===== config.mk =====
export PLATFORM = sky130hd
export DESIGN_NAME = mmp_iddmm_loader_flat
export DESIGN_NICKNAME = d
export VERILOG_FILES = /design/src/rtl/mmp_iddmm_pkg.sv /design/src/rtl/mmp_iddmm_loader_if.sv /design/src/rtl/mmp_iddmm_resbuf.sv /design/src/rtl/mmp_iddmm_loader.sv /design/src/flat_wrapper.sv
export SDC_FILE = /design/constraint.sdc
export NUM_CORES = 2
export LEC_CHECK = 0
export CELL_PAD_IN_SITES_DETAIL_PLACEMENT = 1
export CELL_PAD_IN_SITES_GLOBAL_PLACEMENT = 1
export CORE_AREA = 2 2 508 510
export DETAILED_ROUTE_END_ITERATION = 12
export DIE_AREA = 0 0 510 512
export DONT_BUFFER_PORTS = 1
export GPL_ROUTABILITY_DRIVEN = 0
export PLACE_DENSITY_LB_ADDON = 0.3
export SYNTH_ARGS = -nofsm -noshare
export SYNTH_HDL_FRONTEND = slang
export SYNTH_SLANG_ARGS = --single-unit

===== constraint.sdc =====
create_clock -name clk -period 18.33 [get_ports clk]
set_clock_uncertainty 0.15 [all_clocks]
set_input_delay 1.833 -clock clk [delete_from_list [all_inputs] [get_ports clk]]
set_output_delay 1.833 -clock clk [all_outputs]
set_load 0.02 [all_outputs]

===== src/rtl/mmp_iddmm_pkg.sv =====
// Shared types and constants for the IDDMM loader front end.
// The enum encodes the job sequencer states; WR_ALL enables all three operand RAMs.
package mmp_iddmm_pkg;

  typedef enum logic [2:0] {
    IDLE  = 3'd0,
    LOAD  = 3'd1,
    START = 3'd2,
    RUN   = 3'd3,
    DRAIN = 3'd4
  } state_t;

  localparam logic [2:0] WR_ALL = 3'b111;

  // Operand beats can only be taken while a job is being loaded.
  function automatic logic is_loading(input state_t s);
    return (s == IDLE) || (s == LOAD);
  endfunction

endpackage


===== src/rtl/mmp_iddmm_loader_if.sv =====
// Operand input stream and result output stream of the IDDMM loader.
// Both streams: a beat transfers on a rising edge where valid && ready; a pending beat keeps its payload stable.
interface mmp_iddmm_loader_if #(
  parameter int K = 128
);

  logic         s_valid;
  logic         s_ready;
  logic [K-1:0] s_x;
  logic [K-1:0] s_y;
  logic [K-1:0] s_m;
  logic [K-1:0] s_m1;
  logic         s_last;

  logic         m_valid;
  logic         m_ready;
  logic [K-1:0] m_data;
  logic         m_last;

  modport master (
    output s_valid, s_x, s_y, s_m, s_m1, s_last,
    input  s_ready,
    input  m_valid, m_data, m_last,
    output m_ready
  );

  modport slave (
    input  s_valid, s_x, s_y, s_m, s_m1, s_last,
    output s_ready,
    output m_valid, m_data, m_last,
    input  m_ready
  );

endinterface


===== src/rtl/mmp_iddmm_resbuf.sv =====
// N x K result capture buffer: one write port fed by multiplier grants, one async read port for replay.
// Contents are not reset; the reader only looks at entries written in the current job.
module mmp_iddmm_resbuf #(
  parameter int K      = 128,
  parameter int N      = 16,
  parameter int ADDR_W = $clog2(N)
) (
  input  logic              clk,
  input  logic              wr_en,
  input  logic [ADDR_W-1:0] wr_addr,
  input  logic [K-1:0]      wr_data,
  input  logic [ADDR_W-1:0] rd_addr,
  output logic [K-1:0]      rd_data
);

  logic [K-1:0] mem_q [N];

  always_ff @(posedge clk) begin
    if (wr_en) begin
      mem_q[wr_addr] <= wr_data;
    end
  end

  assign rd_data = mem_q[rd_addr];

endmodule


===== src/rtl/mmp_iddmm_loader.sv =====
// Job sequencer in front of mmp_iddmm_sp: loads x/y/m RAMs, fires task_req, buffers and replays results.
// Define MMP_IDDMM_LOADER_LAST_CHK_EN to check s_last against the beat count and abort bad jobs.
module mmp_iddmm_loader
  import mmp_iddmm_pkg::*;
#(
  parameter int K      = 128,
  parameter int N      = 16,
  parameter int ADDR_W = $clog2(N)
) (
  input  logic              clk,
  input  logic              rst_n,
  mmp_iddmm_loader_if.slave bus,
  output logic [2:0]        mm_wr_ena,
  output logic [ADDR_W-1:0] mm_wr_addr,
  output logic [K-1:0]      mm_wr_x,
  output logic [K-1:0]      mm_wr_y,
  output logic [K-1:0]      mm_wr_m,
  output logic [K-1:0]      mm_wr_m1,
  output logic              mm_task_req,
  input  logic              mm_task_grant,
  input  logic [K-1:0]      mm_task_res,
  input  logic              mm_task_end,
  output logic              busy,
  output logic              err_len,
  output state_t            dbg_state
);

  localparam int                CW       = ADDR_W + 1;
  localparam logic [ADDR_W-1:0] LAST_IDX = ADDR_W'(N - 1);
  localparam logic [CW-1:0]     RES_MAX  = CW'(N);

  state_t            state_q, state_d;
  logic [ADDR_W-1:0] wcnt_q, wcnt_d;
  logic [CW-1:0]     rcnt_q, rcnt_d;
  logic [ADDR_W-1:0] ocnt_q, ocnt_d;
  logic              s_ready_q, s_ready_d;
  logic [2:0]        wr_ena_q, wr_ena_d;
  logic [ADDR_W-1:0] wr_addr_q, wr_addr_d;
  logic [K-1:0]      wr_x_q, wr_x_d;
  logic [K-1:0]      wr_y_q, wr_y_d;
  logic [K-1:0]      wr_m_q, wr_m_d;
  logic [K-1:0]      wr_m1_q, wr_m1_d;
  logic              task_req_q, task_req_d;

  logic              accept;
  logic              beat_is_last;
  logic              len_bad;
  logic              grant_keep;
  logic              m_valid;
  logic              m_fire;
  logic              rd_last;
  logic [CW-1:0]     rcnt_m1;
  logic [K-1:0]      rd_data;

  assign accept       = bus.s_valid && s_ready_q && is_loading(state_q);
  assign beat_is_last = (wcnt_q == LAST_IDX);
  // Grants past the N-th have no buffer slot and are dropped.
  assign grant_keep   = (state_q == RUN) && mm_task_grant && (rcnt_q < RES_MAX);
  assign m_valid      = (state_q == DRAIN);
  assign m_fire       = m_valid && bus.m_ready;
  assign rcnt_m1      = rcnt_q - CW'(1);
  assign rd_last      = ({1'b0, ocnt_q} == rcnt_m1);

`ifdef MMP_IDDMM_LOADER_LAST_CHK_EN
  logic err_q, err_d;

  assign len_bad = accept && (bus.s_last != beat_is_last);

  always_comb begin
    err_d = err_q | len_bad;
  end

  always_ff @(posedge clk or negedge rst_n) begin
    if (!rst_n) begin
      err_q <= 1'b0;
    end else begin
      err_q <= err_d;
    end
  end

  assign err_len = err_q;
`else
  logic unused_s_last;

  assign unused_s_last = bus.s_last;
  assign len_bad       = 1'b0;
  assign err_len       = 1'b0;
`endif

  mmp_iddmm_resbuf #(
    .K      (K),
    .N      (N),
    .ADDR_W (ADDR_W)
  ) u_resbuf (
    .clk     (clk),
    .wr_en   (grant_keep),
    .wr_addr (rcnt_q[ADDR_W-1:0]),
    .wr_data (mm_task_res),
    .rd_addr (ocnt_q),
    .rd_data (rd_data)
  );

  always_comb begin
    state_d = state_q;
    wcnt_d  = wcnt_q;
    rcnt_d  = rcnt_q;
    ocnt_d  = ocnt_q;
    case (state_q)
      IDLE, LOAD: begin
        if (accept) begin
          if (len_bad) begin
            state_d = IDLE;
            wcnt_d  = '0;
          end else if (beat_is_last) begin
            state_d = START;
            wcnt_d  = '0;
          end else begin
            state_d = LOAD;
            wcnt_d  = wcnt_q + ADDR_W'(1);
          end
        end
      end
      START: begin
        state_d = RUN;
        rcnt_d  = '0;
      end
      RUN: begin
        if (grant_keep) begin
          rcnt_d = rcnt_q + CW'(1);
        end
        // A grant coinciding with end is already counted in rcnt_d.
        if (mm_task_end) begin
          ocnt_d  = '0;
          state_d = (rcnt_d == '0) ? IDLE : DRAIN;
        end
      end
      DRAIN: begin
        if (m_fire) begin
          if (rd_last) begin
            state_d = IDLE;
            ocnt_d  = '0;
            rcnt_d  = '0;
          end else begin
            ocnt_d = ocnt_q + ADDR_W'(1);
          end
        end
      end
      default: begin
        state_d = IDLE;
      end
    endcase
  end

  always_comb begin
    wr_ena_d  = accept ? WR_ALL : 3'b000;
    wr_addr_d = wr_addr_q;
    wr_x_d    = wr_x_q;
    wr_y_d    = wr_y_q;
    wr_m_d    = wr_m_q;
    wr_m1_d   = wr_m1_q;
    if (accept) begin
      wr_addr_d = wcnt_q;
      wr_x_d    = bus.s_x;
      wr_y_d    = bus.s_y;
      wr_m_d    = bus.s_m;
      wr_m1_d   = bus.s_m1;
    end
    // Registered from START so the request trails the final RAM write by one cycle.
    task_req_d = (state_q == START);
    s_ready_d  = is_loading(state_d);
  end

  always_ff @(posedge clk or negedge rst_n) begin
    if (!rst_n) begin
      state_q    <= IDLE;
      wcnt_q     <= '0;
      rcnt_q     <= '0;
      ocnt_q     <= '0;
      s_ready_q  <= 1'b0;
      wr_ena_q   <= 3'b000;
      wr_addr_q  <= '0;
      wr_x_q     <= '0;
      wr_y_q     <= '0;
      wr_m_q     <= '0;
      wr_m1_q    <= '0;
      task_req_q <= 1'b0;
    end else begin
      state_q    <= state_d;
      wcnt_q     <= wcnt_d;
      rcnt_q     <= rcnt_d;
      ocnt_q     <= ocnt_d;
      s_ready_q  <= s_ready_d;
      wr_ena_q   <= wr_ena_d;
      wr_addr_q  <= wr_addr_d;
      wr_x_q     <= wr_x_d;
      wr_y_q     <= wr_y_d;
      wr_m_q     <= wr_m_d;
      wr_m1_q    <= wr_m1_d;
      task_req_q <= task_req_d;
    end
  end

  assign bus.s_ready = s_ready_q;
  assign bus.m_valid = m_valid;
  assign bus.m_data  = m_valid ? rd_data : '0;
  assign bus.m_last  = m_valid && rd_last;

  assign mm_wr_ena   = wr_ena_q;
  assign mm_wr_addr  = wr_addr_q;
  assign mm_wr_x     = wr_x_q;
  assign mm_wr_y     = wr_y_q;
  assign mm_wr_m     = wr_m_q;
  assign mm_wr_m1    = wr_m1_q;
  assign mm_task_req = task_req_q;
  assign busy        = (state_q != IDLE);
  assign dbg_state   = state_q;

endmodule


===== src/flat_wrapper.sv =====
// flat-port wrapper written by rule: the top's interface ports become plain ports
module mmp_iddmm_loader_flat import mmp_iddmm_pkg::*;
#(
  parameter int K      = 128,
  parameter int N      = 16,
  parameter int ADDR_W = $clog2(N)
)
  (clk, rst_n, mm_wr_ena, mm_wr_addr, mm_wr_x, mm_wr_y, mm_wr_m, mm_wr_m1, mm_task_req, mm_task_grant, mm_task_res, mm_task_end, busy, err_len, dbg_state, bus_s_valid, bus_s_x, bus_s_y, bus_s_m, bus_s_m1, bus_s_last, bus_s_ready, bus_m_valid, bus_m_data, bus_m_last, bus_m_ready);
  mmp_iddmm_loader_if #(.K(K)) bus_i ();
  input  logic clk;
  input  logic rst_n;
  output logic [2:0] mm_wr_ena;
  output logic [ADDR_W-1:0] mm_wr_addr;
  output logic [K-1:0] mm_wr_x;
  output logic [K-1:0] mm_wr_y;
  output logic [K-1:0] mm_wr_m;
  output logic [K-1:0] mm_wr_m1;
  output logic mm_task_req;
  input  logic mm_task_grant;
  input  logic [K-1:0] mm_task_res;
  input  logic mm_task_end;
  output logic busy;
  output logic err_len;
  output state_t dbg_state;
  input wire logic [$bits(bus_i.s_valid)-1:0] bus_s_valid;
  input wire logic [$bits(bus_i.s_x)-1:0] bus_s_x;
  input wire logic [$bits(bus_i.s_y)-1:0] bus_s_y;
  input wire logic [$bits(bus_i.s_m)-1:0] bus_s_m;
  input wire logic [$bits(bus_i.s_m1)-1:0] bus_s_m1;
  input wire logic [$bits(bus_i.s_last)-1:0] bus_s_last;
  output wire logic [$bits(bus_i.s_ready)-1:0] bus_s_ready;
  output wire logic [$bits(bus_i.m_valid)-1:0] bus_m_valid;
  output wire logic [$bits(bus_i.m_data)-1:0] bus_m_data;
  output wire logic [$bits(bus_i.m_last)-1:0] bus_m_last;
  input wire logic [$bits(bus_i.m_ready)-1:0] bus_m_ready;
  assign bus_i.s_valid = bus_s_valid;
  assign bus_i.s_x = bus_s_x;
  assign bus_i.s_y = bus_s_y;
  assign bus_i.s_m = bus_s_m;
  assign bus_i.s_m1 = bus_s_m1;
  assign bus_i.s_last = bus_s_last;
  assign bus_s_ready = bus_i.s_ready;
  assign bus_m_valid = bus_i.m_valid;
  assign bus_m_data = bus_i.m_data;
  assign bus_m_last = bus_i.m_last;
  assign bus_i.m_ready = bus_m_ready;
  mmp_iddmm_loader #(.K(K), .N(N), .ADDR_W(ADDR_W)) u_core (.clk(clk), .rst_n(rst_n), .bus(bus_i), .mm_wr_ena(mm_wr_ena), .mm_wr_addr(mm_wr_addr), .mm_wr_x(mm_wr_x), .mm_wr_y(mm_wr_y), .mm_wr_m(mm_wr_m), .mm_wr_m1(mm_wr_m1), .mm_task_req(mm_task_req), .mm_task_grant(mm_task_grant), .mm_task_res(mm_task_res), .mm_task_end(mm_task_end), .busy(busy), .err_len(err_len), .dbg_state(dbg_state));
endmodule

==> results.md <==
- Routed WL: 383000 microns
- CP arrival: 5.94 ns
- CTS Buffer Depth: 4
- Initial antenna violation count: 91
- Row cnt: 186
- Yosys reg bits: 2583
- Boundary Pins: 1303
- CP cell instances: buf_12 -> buf_12 -> buf_4 -> mux4_2 -> mux4_2 -> and2_1
- Slew headroom: 0.174
- IO Port Bufs: 0
- DR iter-0 viols: 6080
- Final Cycle Share: 0.432
- Worst-path clk slew: 0.06 ns
- FFs w/ async S/R, synth: 0.207
- Synth Area per Inst: 18.5 sq um
- Max VDD drop: between 0.0001 and 0.00015 V
- Top-count cell post-synth: edfxtp_1
- Post-synth top area cell: edfxtp_1
- Clk_lat worst skew: 0.94 ns
- Post-synth top flop: edfxtp_1
- Total Negative Setup Slacks: 0 ns
- H-tree depth: 5
- Drt first pass iters: 5
- Top cells by count, synth: edfxtp_1, nand2_1, mux4_2
- Syn_nets: 5963
- Routed len/inst: 42.4 microns
- FMAX: between 100 and 150 MHz
- Slowest cell on crit path: dfrtp_4
- Crit end category: primary output
- DIE WIDTH: 510 microns
- RSZ-0062 raised after global routing: no
- Startpoint Class: flip-flop
- Core area: 256000 sq um
- CP bufs+invs: 3
- Worst-margin pin slew: ~1.2 ns
- Fin nets: just over 6k
- Largest net degree at the start of global routing: between 200 and 300
- Sequential area share after synthesis: 0.764
- Hold/Removal Path Class: flip-flop to flip-flop
- ANT nets after route: 0
- Distinct cells, synth: 44
- Die Y: 512 microns
- Overall power: 0.0154 W
- Die area: 261000 sq um
- Cells after Synth: 5310
- Area Growth Syn to Fin: 13.3%
- DR vias/cell: 5.78
- Clock sinks: around 2.6k
- Final setup fails: 0
- Final hold violations: 0
- Synth top area share: 0.628
- Synth top area cells: edfxtp_1, mux4_2, dfrtp_1
- Critical path type: flip-flop to primary output
- Status: finished, final reports clean
- Post-CTS sizing: 0
- Warnings, synthesis: 0
- CTS tree: done
- Overall Global Routing Usage: 0.290
- Final Max Slew Viols: 0
- Delay-heaviest family, CP: buffers and inverters
- Postcts setup bufs: 0
- Gr ovfl total: 0
- First-pass GRT wire length: 500000 microns
- Drt drc: 0
- Initial Util: 0.383
- Cts bufs inserted: a little under 300
- Leakage: 38.6 nW
- Crit-path max FO: 144
- Power per standard cell area: between 100 and 150 nW/um^2
- Worst EP required: 16.35 ns
- Max Cap Viol: 0
- Minimum clock period: 7.93 ns
- Share of cells above drive strength 1: 0.200
- Detailed placer's ending HPWL: approximately 260000 microns
- Hold Buf Count CTS: 0
- Vias: 52.2k
- Mapped cell area: around 100000 sq um
- Slowest stage delay, CP: 0.97 ns
- Root buf cell: clkbuf_16
- Vias in the first global route: 52.4k
- EDFF count, synth: 2048
-- cells by family after synthesis --
group / count (synthesis) / synth area share
DFF: 2583 / 0.764
and+or+nand+nor: 1751 / 0.0711
muxes: 642 / 0.147
buffers and inverters: 288 / 0.0137
AOI/OAI and AO/OA: 32 / 0.00217
xor gates and xnor gates: 7 / 0.000626
adders and majority gates: 6 / 0.000766
other: 1 / 0.0000383
-- cell usage in the layout (no fill, tap or decap), drive strengths merged, types with 23 or more instances in the layout --
| master | netlist | layout |
|---|---|---|
| edfxtp | 2048 | 2048 |
| nand2 | 1571 | 1571 |
| mux4 | 640 | 640 |
| dfrtp | 535 | 535 |
| clkbuf | 197 | 368 |
| and2 | 131 | 131 |
| clkinv | 0 | 111 |
| buf | 85 | 75 |
| diode | 0 | 25 |
| nor2 | 23 | 23 |
-- layout make-up --
cell class                 count  area, sq um
fill                       24200       145000
inverter                       6         35.0
antenna                       25         62.6
multi-input combinational   2439        21900
sequential                  2583        74900
tap                         3384         4230
timing repair buffer          75          798
clock buffer                 368         7810
clock inverter               146         1260
-- power by group --
group | internal (W) | switching (W) | leakage, nW | total (W)
clock network | 0.00329 | 0.00237 | 4.42 | 0.00566
logic | 0.000615 | 0.000913 | 9.28 | 0.00153
registers | 0.00667 | 0.00159 | 24.9 | 0.00826
-- metal layers --
layer,vias up,global-route usage,routed length [microns]
met5,-,0.00611,524
met4,44,0.130,19200
met3,676,0.153,53800
met2,2694,0.418,168000
met1,28500,0.358,141000
li1,20300,-,-
-- worst paths after layout --
kind,from,end,slack [ns],depth (start not counted)
max in group asynchronous,rst_n,u_core.mm_wr_y[63],15.81,2
min in group asynchronous,rst_n,u_core.bus.s_ready,0.43,0
max reg2reg,u_core.dbg_state[2],u_core.mm_wr_y[56],13.13,7
min reg2reg,u_core.wcnt_q[3],u_core.wcnt_q[3],0.37,1
min,u_core.wcnt_q[3],u_core.wcnt_q[3],0.37,1
max,u_core.ocnt_q[2],bus_m_data[41],10.40,6
-- registers in the layout, summed over array words and instances (netlist names) --
signal and count:
u_core.rcnt_q 5, u_core.mm_wr_ena 1, u_core.dbg_state 3, u_core.mm_wr_m1 128, u_core.wcnt_q 4, u_core.mm_wr_addr 4, u_core.mm_wr_x 128, u_core.mm_wr_m 128
u_core.bus.s_ready 1, u_core.mm_task_req 1, u_core.ocnt_q 4, u_core.u_resbuf.mem_q 2048, u_core.mm_wr_y 128
-- worst register-to-register path: stages (launching register included) --
cell and delay (ns):
dfrtp_1 0.57, or3_4 0.73, buf_4 0.76, buf_4 0.72, buf_4 0.75, buf_4 0.99
nand2_1 0.28, nand2_1 0.14
-- per-stage QoR --
step	cells	cell area, sq um	hold slack [ns]	util	worst slack, ns
after floorplan	5310	98000	0.321	-	9.81
after global placement	8486	102000	0.356	0.398	11.27
after detailed placement	8486	102000	0.364	0.398	11.30
after CTS	9000	111000	0.363	0.434	10.31
after global routing	9014	111000	0.381	0.434	10.13
final	9026	111000	0.375	0.434	10.40
Note: power is estimated with default switching activity, not from simulation.
